## src/rtl/mc_ctrl_pkg.sv

```systemverilog
// Shared constants for the multi-cycle RV32I control path: FSM state codes,
// base opcodes, datapath mux/ALU encodings and the one-hot instruction class.
package mc_ctrl_pkg;

    localparam logic [2:0] ST_IDLE   = 3'd0;
    localparam logic [2:0] ST_FETCH  = 3'd1;
    localparam logic [2:0] ST_DECODE = 3'd2;
    localparam logic [2:0] ST_EXEC   = 3'd3;
    localparam logic [2:0] ST_MEM    = 3'd4;
    localparam logic [2:0] ST_WB     = 3'd5;
    localparam logic [2:0] ST_HALT   = 3'd6;

    localparam logic [6:0] OPC_OP     = 7'b0110011;
    localparam logic [6:0] OPC_OP_IMM = 7'b0010011;
    localparam logic [6:0] OPC_LOAD   = 7'b0000011;
    localparam logic [6:0] OPC_STORE  = 7'b0100011;
    localparam logic [6:0] OPC_BRANCH = 7'b1100011;
    localparam logic [6:0] OPC_JAL    = 7'b1101111;
    localparam logic [6:0] OPC_JALR   = 7'b1100111;
    localparam logic [6:0] OPC_LUI    = 7'b0110111;
    localparam logic [6:0] OPC_AUIPC  = 7'b0010111;
    localparam logic [6:0] OPC_SYSTEM = 7'b1110011;

    localparam logic [1:0] PC_SEL_PLUS4 = 2'b00;
    localparam logic [1:0] PC_SEL_IMM   = 2'b01;
    localparam logic [1:0] PC_SEL_JALR  = 2'b10;

    localparam logic [1:0] WB_SEL_ALU = 2'b00;
    localparam logic [1:0] WB_SEL_MEM = 2'b01;
    localparam logic [1:0] WB_SEL_PC4 = 2'b10;

    localparam logic [1:0] ALU_OP_ADD   = 2'b00;
    localparam logic [1:0] ALU_OP_CMP   = 2'b01;
    localparam logic [1:0] ALU_OP_FUNCT = 2'b10;

    typedef struct packed {
        logic op;
        logic op_imm;
        logic load;
        logic store;
        logic branch;
        logic jal;
        logic jalr;
        logic lui;
        logic auipc;
        logic system;
    } opclass_t;

endpackage

```

## src/rtl/multicycle_ctrl_if.sv

```systemverilog
// Instruction/data memory handshake between the control FSM (master) and
// the memory subsystem (slave).
interface multicycle_ctrl_if;
    logic imem_req;
    logic imem_ready;
    logic dmem_req;
    logic dmem_we;
    logic dmem_ready;

    modport master (output imem_req, dmem_req, dmem_we, input imem_ready, dmem_ready);
    modport slave  (input imem_req, dmem_req, dmem_we, output imem_ready, dmem_ready);
endinterface

```

## src/rtl/mc_opclass.sv

```systemverilog
// Combinational RV32I opcode classifier: one-hot class plus a valid bit
// that is low for any opcode outside the supported base set.
module mc_opclass
    import mc_ctrl_pkg::*;
(
    input  logic [6:0] opcode,
    output opclass_t   cls,
    output logic       valid
);

    always_comb begin
        cls = '0;
        case (opcode)
            OPC_OP:     cls.op     = 1'b1;
            OPC_OP_IMM: cls.op_imm = 1'b1;
            OPC_LOAD:   cls.load   = 1'b1;
            OPC_STORE:  cls.store  = 1'b1;
            OPC_BRANCH: cls.branch = 1'b1;
            OPC_JAL:    cls.jal    = 1'b1;
            OPC_JALR:   cls.jalr   = 1'b1;
            OPC_LUI:    cls.lui    = 1'b1;
            OPC_AUIPC:  cls.auipc  = 1'b1;
            OPC_SYSTEM: cls.system = 1'b1;
            default:    cls        = '0;
        endcase
        valid = |cls;
    end

endmodule

```

## src/rtl/multicycle_ctrl.sv

```systemverilog
// Main control FSM of the multi-cycle RV32I core with memory watchdog and
// retire counter. Define MC_ILLEGAL_TRAP_EN to halt on unknown opcodes.
module multicycle_ctrl
    import mc_ctrl_pkg::*;
#(
    parameter int TIMEOUT_CYCLES = 255,
    parameter int CNT_W          = 32
) (
    input  logic                clk,
    input  logic                reset,
    input  logic [6:0]          opcode,
    input  logic [2:0]          funct3,
    input  logic                branch_taken,
    multicycle_ctrl_if.master   mem,
    output logic                ir_we,
    output logic                pc_we,
    output logic                reg_we,
    output logic [1:0]          pc_sel,
    output logic [1:0]          wb_sel,
    output logic                alu_src_b,
    output logic [1:0]          alu_op,
    output logic                halted,
    output logic                bus_err,
    output logic                illegal,
    output logic [CNT_W-1:0]    instr_count
);

    localparam int WAIT_W = (TIMEOUT_CYCLES > 1) ? $clog2(TIMEOUT_CYCLES) : 1;

    logic [2:0]        state_q, state_d;
    logic [WAIT_W-1:0] wait_q, wait_d;
    logic              halted_q, bus_err_q;
    logic [CNT_W-1:0]  count_q;
    logic              imem_req, dmem_req, dmem_we;
    logic              waiting, timeout_hit;
    opclass_t          cls;
    logic              cls_valid;
`ifdef MC_ILLEGAL_TRAP_EN
    logic              illegal_q, illegal_trap;
`endif

    // funct3 is decoded by the ALU control downstream, not by this FSM
    logic unused_funct3;
    assign unused_funct3 = ^funct3;

    mc_opclass u_opclass (
        .opcode (opcode),
        .cls    (cls),
        .valid  (cls_valid)
    );

    assign waiting = ((state_q == ST_FETCH) && !mem.imem_ready) ||
                     ((state_q == ST_MEM)   && !mem.dmem_ready);
    assign timeout_hit = waiting && (TIMEOUT_CYCLES != 0) &&
                         (wait_q == WAIT_W'(TIMEOUT_CYCLES - 1));

    always_comb begin
        state_d   = state_q;
        imem_req  = 1'b0;
        dmem_req  = 1'b0;
        dmem_we   = 1'b0;
        ir_we     = 1'b0;
        pc_we     = 1'b0;
        reg_we    = 1'b0;
        pc_sel    = PC_SEL_PLUS4;
        wb_sel    = WB_SEL_ALU;
        alu_src_b = 1'b0;
        alu_op    = ALU_OP_ADD;
`ifdef MC_ILLEGAL_TRAP_EN
        illegal_trap = 1'b0;
`endif
        case (state_q)
            ST_IDLE: state_d = ST_FETCH;
            ST_FETCH: begin
                imem_req = 1'b1;
                if (mem.imem_ready) begin
                    ir_we   = 1'b1;
                    state_d = ST_DECODE;
                end else if (timeout_hit) begin
                    state_d = ST_HALT;
                end
            end
            ST_DECODE: begin
                if (cls.system) state_d = ST_HALT;
`ifdef MC_ILLEGAL_TRAP_EN
                else if (!cls_valid) begin
                    state_d      = ST_HALT;
                    illegal_trap = 1'b1;
                end
`endif
                else state_d = ST_EXEC;
            end
            ST_EXEC: begin
                if (cls.op || cls.op_imm) begin
                    alu_op    = ALU_OP_FUNCT;
                    alu_src_b = cls.op_imm;
                    state_d   = ST_WB;
                end else if (cls.lui || cls.auipc) begin
                    state_d = ST_WB;
                end else if (cls.load || cls.store) begin
                    alu_op    = ALU_OP_ADD;
                    alu_src_b = 1'b1;
                    state_d   = ST_MEM;
                end else if (cls.branch) begin
                    alu_op  = ALU_OP_CMP;
                    pc_we   = 1'b1;
                    pc_sel  = branch_taken ? PC_SEL_IMM : PC_SEL_PLUS4;
                    state_d = ST_FETCH;
                end else if (cls.jal || cls.jalr) begin
                    reg_we    = 1'b1;
                    wb_sel    = WB_SEL_PC4;
                    pc_we     = 1'b1;
                    pc_sel    = cls.jal ? PC_SEL_IMM : PC_SEL_JALR;
                    alu_src_b = cls.jalr;
                    state_d   = ST_FETCH;
                end else begin
                    // unknown opcode retires as a NOP
                    pc_we   = 1'b1;
                    state_d = ST_FETCH;
                end
            end
            ST_MEM: begin
                dmem_req = 1'b1;
                dmem_we  = cls.store;
                if (mem.dmem_ready) begin
                    if (cls.store) begin
                        pc_we   = 1'b1;
                        state_d = ST_FETCH;
                    end else begin
                        state_d = ST_WB;
                    end
                end else if (timeout_hit) begin
                    state_d = ST_HALT;
                end
            end
            ST_WB: begin
                reg_we  = 1'b1;
                wb_sel  = cls.load ? WB_SEL_MEM : WB_SEL_ALU;
                pc_we   = 1'b1;
                state_d = ST_FETCH;
            end
            ST_HALT: state_d = ST_HALT;
            default: state_d = ST_IDLE;
        endcase
    end

    // The wait counter restarts on every state change, so it only ever
    // measures the current FETCH or MEM handshake.
    always_comb begin
        wait_d = wait_q;
        if (state_d != state_q)
            wait_d = '0;
        else if (waiting && (TIMEOUT_CYCLES != 0))
            wait_d = wait_q + 1'b1;
    end

    always_ff @(posedge clk or negedge reset) begin
        if (!reset) begin
            state_q   <= ST_IDLE;
            wait_q    <= '0;
            halted_q  <= 1'b0;
            bus_err_q <= 1'b0;
            count_q   <= '0;
        end else begin
            state_q   <= state_d;
            wait_q    <= wait_d;
            halted_q  <= halted_q | (state_d == ST_HALT);
            bus_err_q <= bus_err_q | timeout_hit;
            if (pc_we)
                count_q <= count_q + CNT_W'(1);
        end
    end

`ifdef MC_ILLEGAL_TRAP_EN
    always_ff @(posedge clk or negedge reset) begin
        if (!reset) illegal_q <= 1'b0;
        else        illegal_q <= illegal_q | illegal_trap;
    end
    assign illegal = illegal_q;
`else
    assign illegal = 1'b0;
`endif

    assign mem.imem_req = imem_req;
    assign mem.dmem_req = dmem_req;
    assign mem.dmem_we  = dmem_we;
    assign halted       = halted_q;
    assign bus_err      = bus_err_q;
    assign instr_count  = count_q;

endmodule

```

## src/flat_wrapper.sv

```systemverilog
// flat-port wrapper written by rule: the top's interface ports become plain ports
module multicycle_ctrl_flat import mc_ctrl_pkg::*;
#(
    parameter int TIMEOUT_CYCLES = 255,
    parameter int CNT_W          = 32
)
  (clk, reset, opcode, funct3, branch_taken, ir_we, pc_we, reg_we, pc_sel, wb_sel, alu_src_b, alu_op, halted, bus_err, illegal, instr_count, mem_imem_req, mem_dmem_req, mem_dmem_we, mem_imem_ready, mem_dmem_ready);
  multicycle_ctrl_if mem_i ();
  input  logic clk;
  input  logic reset;
  input  logic [6:0] opcode;
  input  logic [2:0] funct3;
  input  logic branch_taken;
  output logic ir_we;
  output logic pc_we;
  output logic reg_we;
  output logic [1:0] pc_sel;
  output logic [1:0] wb_sel;
  output logic alu_src_b;
  output logic [1:0] alu_op;
  output logic halted;
  output logic bus_err;
  output logic illegal;
  output logic [CNT_W-1:0] instr_count;
  output wire logic [$bits(mem_i.imem_req)-1:0] mem_imem_req;
  output wire logic [$bits(mem_i.dmem_req)-1:0] mem_dmem_req;
  output wire logic [$bits(mem_i.dmem_we)-1:0] mem_dmem_we;
  input wire logic [$bits(mem_i.imem_ready)-1:0] mem_imem_ready;
  input wire logic [$bits(mem_i.dmem_ready)-1:0] mem_dmem_ready;
  assign mem_imem_req = mem_i.imem_req;
  assign mem_dmem_req = mem_i.dmem_req;
  assign mem_dmem_we = mem_i.dmem_we;
  assign mem_i.imem_ready = mem_imem_ready;
  assign mem_i.dmem_ready = mem_dmem_ready;
  multicycle_ctrl #(.TIMEOUT_CYCLES(TIMEOUT_CYCLES), .CNT_W(CNT_W)) u_core (.clk(clk), .reset(reset), .opcode(opcode), .funct3(funct3), .branch_taken(branch_taken), .mem(mem_i), .ir_we(ir_we), .pc_we(pc_we), .reg_we(reg_we), .pc_sel(pc_sel), .wb_sel(wb_sel), .alu_src_b(alu_src_b), .alu_op(alu_op), .halted(halted), .bus_err(bus_err), .illegal(illegal), .instr_count(instr_count));
endmodule
```

## config.mk

```make
export PLATFORM = sky130hd
export DESIGN_NAME = multicycle_ctrl_flat
export DESIGN_NICKNAME = d
export VERILOG_FILES = /design/src/rtl/mc_ctrl_pkg.sv /design/src/rtl/multicycle_ctrl_if.sv /design/src/rtl/mc_opclass.sv /design/src/rtl/multicycle_ctrl.sv /design/src/flat_wrapper.sv
export SDC_FILE = /design/constraint.sdc
export NUM_CORES = 1
export LEC_CHECK = 0
export ABC_AREA = 1
export CELL_PAD_IN_SITES_DETAIL_PLACEMENT = 1
export CELL_PAD_IN_SITES_GLOBAL_PLACEMENT = 1
export CORE_ASPECT_RATIO = 1.5
export CORE_MARGIN = 5
export CORE_UTILIZATION = 38
export CTS_BUF_LIST = sky130_fd_sc_hd__clkbuf_2 sky130_fd_sc_hd__clkbuf_4 sky130_fd_sc_hd__clkbuf_8
export CTS_CLUSTER_DIAMETER = 200
export DETAILED_ROUTE_END_ITERATION = 12
export GPL_TIMING_DRIVEN = 0
export PLACE_DENSITY = 0.85
export SLEW_MARGIN = 20
export SYNTH_ARGS = -nofsm -noshare
export SYNTH_HDL_FRONTEND = slang
export SYNTH_SLANG_ARGS = --single-unit
```

## constraint.sdc

```tcl
create_clock -name clk -period 1.93 [get_ports clk]
set_clock_uncertainty 0.2 [all_clocks]
set_input_delay 0.386 -clock clk [delete_from_list [all_inputs] [get_ports clk]]
set_output_delay 0.386 -clock clk [all_outputs]
set_load 0.05 [all_outputs]
```

* Word-level counts from Yosys, hierarchy flattened
Index checks and enable logic that the tools add are counted.
Widths: inputs -> output; s select.
** Storage, ports and cells
- Flip-flop bits (word level) :: 45
- Latch bits :: 0
- RAM bits :: 0
- ROM bits :: 0
- Input bits :: 15
- Output and inout bits :: 48
- Word-level logic and storage cells :: 105
- Memories :: 0
** Operators by class
- Add/sub/neg operators :: 2
- Multipliers :: 0
- Divide/modulo/power cells :: 0
- Order comparisons :: 0
- Equal/unequal tests :: 19
- Shift-type cells :: 0
- Mux-type cells :: 64
- Bitwise logic cells :: 2
- Reductions and logical operators :: 13
** Operators with widths (number)
- $mux 1 :: 34
- $add 32x1->32 const B :: 1
- $mux 2 :: 16
- $eq 7x7->1 const B :: 4
- $mux 3 :: 8
- $eq 7x6->1 const B :: 3
- $pmux 3 s6 :: 1
- $mux 8 :: 2
- $eq 7x5->1 const B :: 2
- $eq 3x3->1 const B :: 4
- $add 8x1->8 const B :: 1
- $eq 8x8->1 const B :: 1
- $eq 7x2->1 const B :: 1
- $eq 3x2->1 const B :: 2
- $logic_or 1x1->1 :: 5
- $pmux 2 s2 :: 1
- $eq 3x1->1 const B :: 1
- $logic_and 1x1->1 :: 3
- $logic_not 3->1 :: 1
- $ne 3x3->1 :: 1
- $pmux 1 s3 :: 1
- $logic_not 1->1 :: 2
- $or 1x1->1 :: 2
- $pmux 1 s2 :: 1
- 2 further kinds :: 2

* Depth between registers and ports, before layout
- Depth in word-level cells :: 9
- Depth in mapped cells :: 13
- Depth with buffers taken out :: 13

* Modules after synthesis
Synthesis repeated with hierarchy kept, for this count alone.
** Second synthesis, totals
- Cell total of the unflattened synthesis :: 424
- Area, all modules :: 3007.9 um2
** Modules (own cells, without submodules)
- multicycle_ctrl :: times used 1, cells an instance 382, area an instance 2836.5 um2, sequential area each 1126.1 um2
- mc_opclass :: times used 1, cells an instance 42, area an instance 171.4 um2, sequential area each 0.0 um2

* Worst setup path before layout
No wires, ideal clock.
- Path kind :: register -> output
- From :: reg u_core.state_q[0]
- To :: out pc_sel[0]
- Arrival :: 2.268 ns
- Required time :: 1.344 ns
- Path slack :: -0.924 ns
- Stages on the path, launching flop included :: 7
- Cells stage by stage :: dfrtp_1 > nand2_2 > nor2_4 > inv_1 > nor4_2 > nand3_1 > nand2_1
** On the way
- Cells in the longest elaborated chain, start to end :: 2
** Ends and longest elaborated chain
- start: declaration :: RTL line multicycle_ctrl.sv:30 : logic [2:0] state_q, state_d;
- start signal: assignment :: RTL line multicycle_ctrl.sv:165 : state_q <= state_d;
- $eq 3x2->1 :: RTL line multicycle_ctrl.sv:72 : case (state_q)
- $mux 2 :: RTL line multicycle_ctrl.sv:72
- end: declaration :: RTL line flat_wrapper.sv:17 : output logic [1:0] pc_sel;
No other way between the ends.

* Worst setup path after layout
- From :: in opcode[4]
- To :: out pc_we
** On the way
- Cells in the longest elaborated chain, start to end :: 7
- Elaborated cells between the ends (all ways) :: 21
- Classes of those cells :: eq/ne: 6; mux: 12; reduce/logical: 3
** Ends and longest elaborated chain
- start: declaration :: RTL line flat_wrapper.sv:11 : input logic [6:0] opcode;
- $eq 7x2->1 / $eq 7x6->1 (equally long branches) :: RTL line mc_opclass.sv:13 : case (opcode)
- $mux 1 :: RTL line mc_opclass.sv:13
- $logic_or 1x1->1 :: RTL line multicycle_ctrl.sv:100 : end else if (cls.load || cls.store) begin
- $mux 1 :: RTL line multicycle_ctrl.sv:100
- $mux 1 :: RTL line multicycle_ctrl.sv:98 : end else if (cls.lui || cls.auipc) begin
- $mux 1 :: RTL line multicycle_ctrl.sv:94 : if (cls.op || cls.op_imm) begin
- $pmux 1 s3 * :: RTL line multicycle_ctrl.sv:72
- end: declaration :: RTL line flat_wrapper.sv:15 : output logic pc_we;
Mark *: on every way between the ends. The rest lies on a longest branch, timed or not.

==> results.sh <==
export IMPL_status="finished, violations left"
export IMPL_violations="setup timing"
export IMPL_reg2reg_slack_ps=-340
export IMPL_switchingPower_uw=2187
export IMPL_arrival_ps=1770
export IMPL_setup_ws_ps=-426.0
export IMPL_rr_endpoint="u_core.wait_q[4]"
export IMPL_worst_slew_pin_slew_ps=758.7
export IMPL_syn_cell_area_um2=3043
export IMPL_first_iter_violations=116
export IMPL_place_ws_ps=-1404
export IMPL_num_antenna_cells=0
export IMPL_die_area_um2=9934
export IMPL_clkTransAtPathRegs_ps=90
export IMPL_synth_seq_cells=45
export IMPL_syn_inst=416
export IMPL_cp_start_kind="input pin"
export IMPL_gp_congestion=0.9160
export IMPL_cts_made_buffers=5
export IMPL_whs_path_depth=1
export IMPL_drv_slew=0
export IMPL_cts_max_level=2
export IMPL_row_count=40
export IMPL_power_uw=4522
export IMPL_cts_root_buf="clkbuf_8"
export IMPL_track_usage=0.2239
export IMPL_io_buffers=58
export IMPL_syn_avg_cell_area_um2=7.315
export IMPL_worstSetupPathType="input pin to primary output"
export IMPL_initial_core_util=0.3848
export IMPL_antenna_found_initial=0
export IMPL_core_um2=7908
export IMPL_drc=0
export IMPL_slew_headroom=0.4942
export IMPL_cts_sinks=45
export IMPL_placed_cell_area_um2=3869
export IMPL_routedWlPerCell_um=19.61
export IMPL_synth_top_area_cell="dfrtp_1"
export IMPL_num_io_pins=63
export IMPL_max_vdd_ir_drop_v=0.0008005
export IMPL_max_freq_mhz=424.4
export IMPL_drt_total_wl_um=12320
export IMPL_drtAntennaViolNets=0
export IMPL_synth_nets=434
export IMPL_fin_nets=540
export IMPL_worstHoldEndpoint="u_core.halted"
export IMPL_synth_flop_cell="dfrtp_1"
export IMPL_ys_types=34
export IMPL_p_seq_frac=0.279
export IMPL_grt_pass1_wl_um=18000
export IMPL_post_dp_hpwl_um=7740
export IMPL_post_route_period_util=1.221
export IMPL_finalSetupViolations=29
export IMPL_synth_edf_count=0
export IMPL_p_comb_frac=0.569
export IMPL_end_kind="primary output"
export IMPL_hold_ws_ps=309.0
export IMPL_utilization=0.5722
export IMPL_async_reset_ff_frac=1.000
export IMPL_cts_tree="built"
export IMPL_hold_class="register to register"
export IMPL_synthTopCellsByArea="dfrtp_1, nand2_1, xor2_1"
export IMPL_die_y_um=119.6
export IMPL_hold_viol=0
export IMPL_num_vias=3255
export IMPL_clk_path_buf_depth=2
export IMPL_power_density_nw_per_um2=999.4
export IMPL_die_w_um=83.07
export IMPL_pwr_share_clk=0.152
export IMPL_leakagePower_uw=0.002126
export IMPL_design_area_um2=4524
export IMPL_layout_common_cells="nand2_1, inv_1, dfrtp_1"
export IMPL_swShare=0.4836
export IMPL_yosysSeqAreaShare=0.3701
export IMPL_first_global_vias=3638
export IMPL_grt_max_degree=30
export IMPL_yosys_warnings=0
export IMPL_overflow=0
export IMPL_synth_top_area_frac=0.3701
export IMPL_maxCapViolations=0
export IMPL_via_per_inst=5.183
export IMPL_worstPathRequired_ps=1340
export IMPL_crit_path_max_fanout=4
export IMPL_worst_skew_pair_late_latency_ps=310
export IMPL_rsz0062_at_grt="true"
export IMPL_reg2reg_depth=12
export IMPL_finalCriticalPeriod_ps=2356
export IMPL_area_delta_synth_final_pct=48.68
export IMPL_min_from="u_core.halted"
export IMPL_p_int_uw=2335
export IMPL_drt_first_pass_iters=4
export IMPL_drive_gt1_frac=0.3289
export IMPL_r2r_start="u_core.wait_q[0]"
export IMPL_layout_commonest_cell="nand2_1"
registers in the layout, indices dropped and copies added (netlist names):
| register | cells |
|---|---|
| u_core.wait_q | 8 |
| u_core.halted | 1 |
| u_core.state_q | 3 |
| u_core.instr_count | 32 |
| u_core.bus_err | 1 |
repair_timing:
action | CTS | global route
setup endpoints to repair | 85 | 57
pin swaps | 19 | 6
hold buffers | 1 | 0
endpoints found under the hold margin | 28 | 0
setup buffers | 21 | 19
resized for setup | 192 | 44
cells by family after synthesis:
kind of cell               share of synthesized area
adders and majority gates                    0.01234
AOI/OAI and AO/OA                            0.04852
DFF                                           0.3701
and+or+nand+nor                               0.3951
xor gates and xnor gates                     0.09211
other                                       0.001232
buffers and inverters                        0.08059
how the worst max path moves through the flow:
stage          cells past startpoint                to         startpoint
2_1_floorplan                      6         pc_sel[0]  u_core.state_q[0]
3_3_place_gp                      10             pc_we          opcode[4]
3_5_place_dp                      10             pc_we          opcode[4]
4_1_cts                            6            reg_we  u_core.state_q[0]
5_1_grt                           12  u_core.wait_q[4]   u_core.wait_q[0]
6_report                          11             pc_we          opcode[4]
stage by stage:
| stage | cells | TNS, ps |
|---|---|---|
| 2_1_floorplan | 416 | -1442 |
| 3_3_place_gp | 579 | -77790 |
| 3_5_place_dp | 580 | -32200 |
| 4_1_cts | 610 | -2925 |
| 5_1_grt | 628 | -9415 |
| 6_report | 628 | -6193 |
per-layer routing:
| metal | share of wire | up-vias | global-route usage |
|---|---|---|---|
| li1 | - | 1511 | - |
| met2 | 0.57 | 96 | 0.4458 |
| met4 | 0.054 | 0 | 0.08282 |
| met5 | 0 | - | 0 |
| met3 | 0.038 | 42 | 0.04739 |
| met1 | 0.34 | 1606 | 0.2216 |
power groups by stage:
stage	logic [uW]	registers (uW)	clock network, uW
final	2570	1260	686
after global routing	2720	1280	730
after CTS	2240	1250	689
after detailed placement	1930	1270	0
after global placement	1870	1260	0
after floorplan	1050	1540	0
cell type report:
class	instances	area, um2
fill	1007	3383
multi-input combinational	313	1926
sequential	45	1137
timing repair buffer	99	939.7
inverter	52	220.2
tap	105	131.4
clock buffer	7	96.34
buffer	6	68.82
clock inverter	1	5.005
critical path, stage by stage:
cell and delay, ps:
clkdlybuf4s15_2 290, inv_2 80, nor2_2 160, nand2_1 110, nand2_2 80, inv_2 60
nand2_2 100, nand3_4 100, buf_8 140, buf_12 120, buf_12 140
synthesized netlist by cell type (2+ instances only):
master	number
nand2_1	122
nor2_1	49
dfrtp_1	45
inv_1	45
xor2_1	27
nand3_1	21
nor3_1	17
o21ai_0	15
nor2_2	11
nand4_1	9
inv_2	7
nand2_2	5
xnor2_1	5
nand2_4	4
o21ai_2	4
buf_6	3
ha_1	3
nand3_2	3
nor2_4	3
nand3b_1	2
nand4_2	2
nor3_2	2
Note: power is estimated with default switching activity, not from simulation.
==> RTL edit (same settings) <==
Register the output `instr_count` once more, with the module's reset; this adds one clock of latency there. The other outputs are not delayed to match.
--- a/src/rtl/multicycle_ctrl.sv
+++ b/src/rtl/multicycle_ctrl.sv
@@ -186,7 +186,13 @@
     assign mem.dmem_we  = dmem_we;
     assign halted       = halted_q;
     assign bus_err      = bus_err_q;
-    assign instr_count  = count_q;
+    always_ff @(posedge clk or negedge reset) begin
+        if (!reset) begin
+            instr_count <= '0;
+        end else begin
+            instr_count <= count_q;
+        end
+    end
 
 endmodule
 
Function: changed (Yosys sat finds a counterexample within 10 cycles, from zero or initial values and one cycle with reset low).
==> RTL edit against the original RTL <==
- the run still ends with setup timing left
- sequential cell count up 32
- total power increased by 20%
- global-route usage shrank 2.9 points
- worst setup slack got worse by 0.0016 ns
- design area rose by 16%
- sequential share of layout area grew 12 points
- first-iteration DRC count is 6.9% higher
- core utilization fell by 2.5 points
- routed wire length decreased by 3.0%
- synthesized area rose by 22%
- register-to-register slack gained 0.08 ns
- sequential power grew 56%
- via count grew 4.0%
==> RTL edit: results (changes against the original RTL) <==
Critical path
  • Delay contributed by the slowest stage of the critical path: 0.47 ns (+0.18 ns)
  • Dominant delay contributor by cell family on the critical path: simple AND/OR/NAND/NOR gates
  • Crit path max fanout: 7 (+3)
  • Timing endpoint of the critical path: reg_we

GRT
  • Met1 routing resource usage after global routing: 0.201 (-0.0205)
  • Grt met2 use: 0.366 (-0.0800)
  • Via count of the first global-routing pass: 3,747 (+3.0%)

Routing
  • Violation count after the first detailed-routing iteration: 124 (+6.9%)
  • Via/cell ratio: 5.14 (-0.75%)

Cells and area
  • Synth-to-layout area growth: 41.5%
  • Clock buffers and inverters, area share: 0.0351 (+0.0127)
  • Filler cells: 1,111 (+10%)
  • # clk buffers: 14 (+7)
  • Fraction of layout instances using a drive strength above 1: 0.278 (-0.0508)
  • Seq/total area: 0.367 (+0.116)

Place
  • Number of placed cells counting well taps: 618 (+6.6%)
  • Placed standard-cell area: 4530 um^2 (+17%)
  • Setup WS pre-CTS: -1.47 ns (-0.0706 ns)

Clock tree
  • Clock insertion delay at the later pin of the skew report: 0.35 ns (+0.04 ns)
  • Number of levels in the clock H-tree: 3 (+1)
  • Number of buffers created by CTS: 9 (+4)

Timing
  • Setup_tns: -5.05 ns (+1.14 ns)
  • Setup violators final: 29 (unchanged)
  • Worst setup slack after layout: -0.428 ns (-0.00156 ns)

Power
  • Static Leakage: 2.52 nW (+18%)

Logic synthesis
  • Most common library cells after synthesis: 127 x nand2_1, 77 x dfrtp_1, 54 x inv_1

Run status
  • Failing checks: setup timing
  • Outcome: finished, violations left

Die
  • DIE AREA: 11,900 um^2 (+20%)
## RTL edit: cells by family after synthesis
| group | after synthesis | synth area share |
|---|---|---|
| AO/OA/AOI/OAI | 17 | 0.0255 |
| XOR/XNOR | 36 | 0.0846 |
| adder cells (fa/ha/maj) | 3 | 0.0101 |
| buffers and inverters | 66 | 0.0722 |
| flip-flops | 77 | 0.517 |
| other | 1 | 0.00101 |
| AND/OR/NAND/NOR | 244 | 0.289 |
## RTL edit: metal layers
metal / vias to the layer above / part of all wire
met1: 1689 / 0.36
met5: - / 0
met4: 0 / 0.039
met3: 33 / 0.032
li1: 1574 / -
met2: 89 / 0.57
## RTL edit: repair_timing
action	in CTS	in global routing
hold buffers	1	0
pin swaps	22	20
hold endpoints to repair	36	0
gates resized for setup	190	68
buffers inserted	17	9
endpoints found under the setup margin	88	53
## RTL edit: power by group
group | switching (mW) | internal, mW | total, mW
logic | 1.51 | 0.792 | 2.30
clock network | 0.543 | 0.593 | 1.14
registers | 0.173 | 1.80 | 1.97
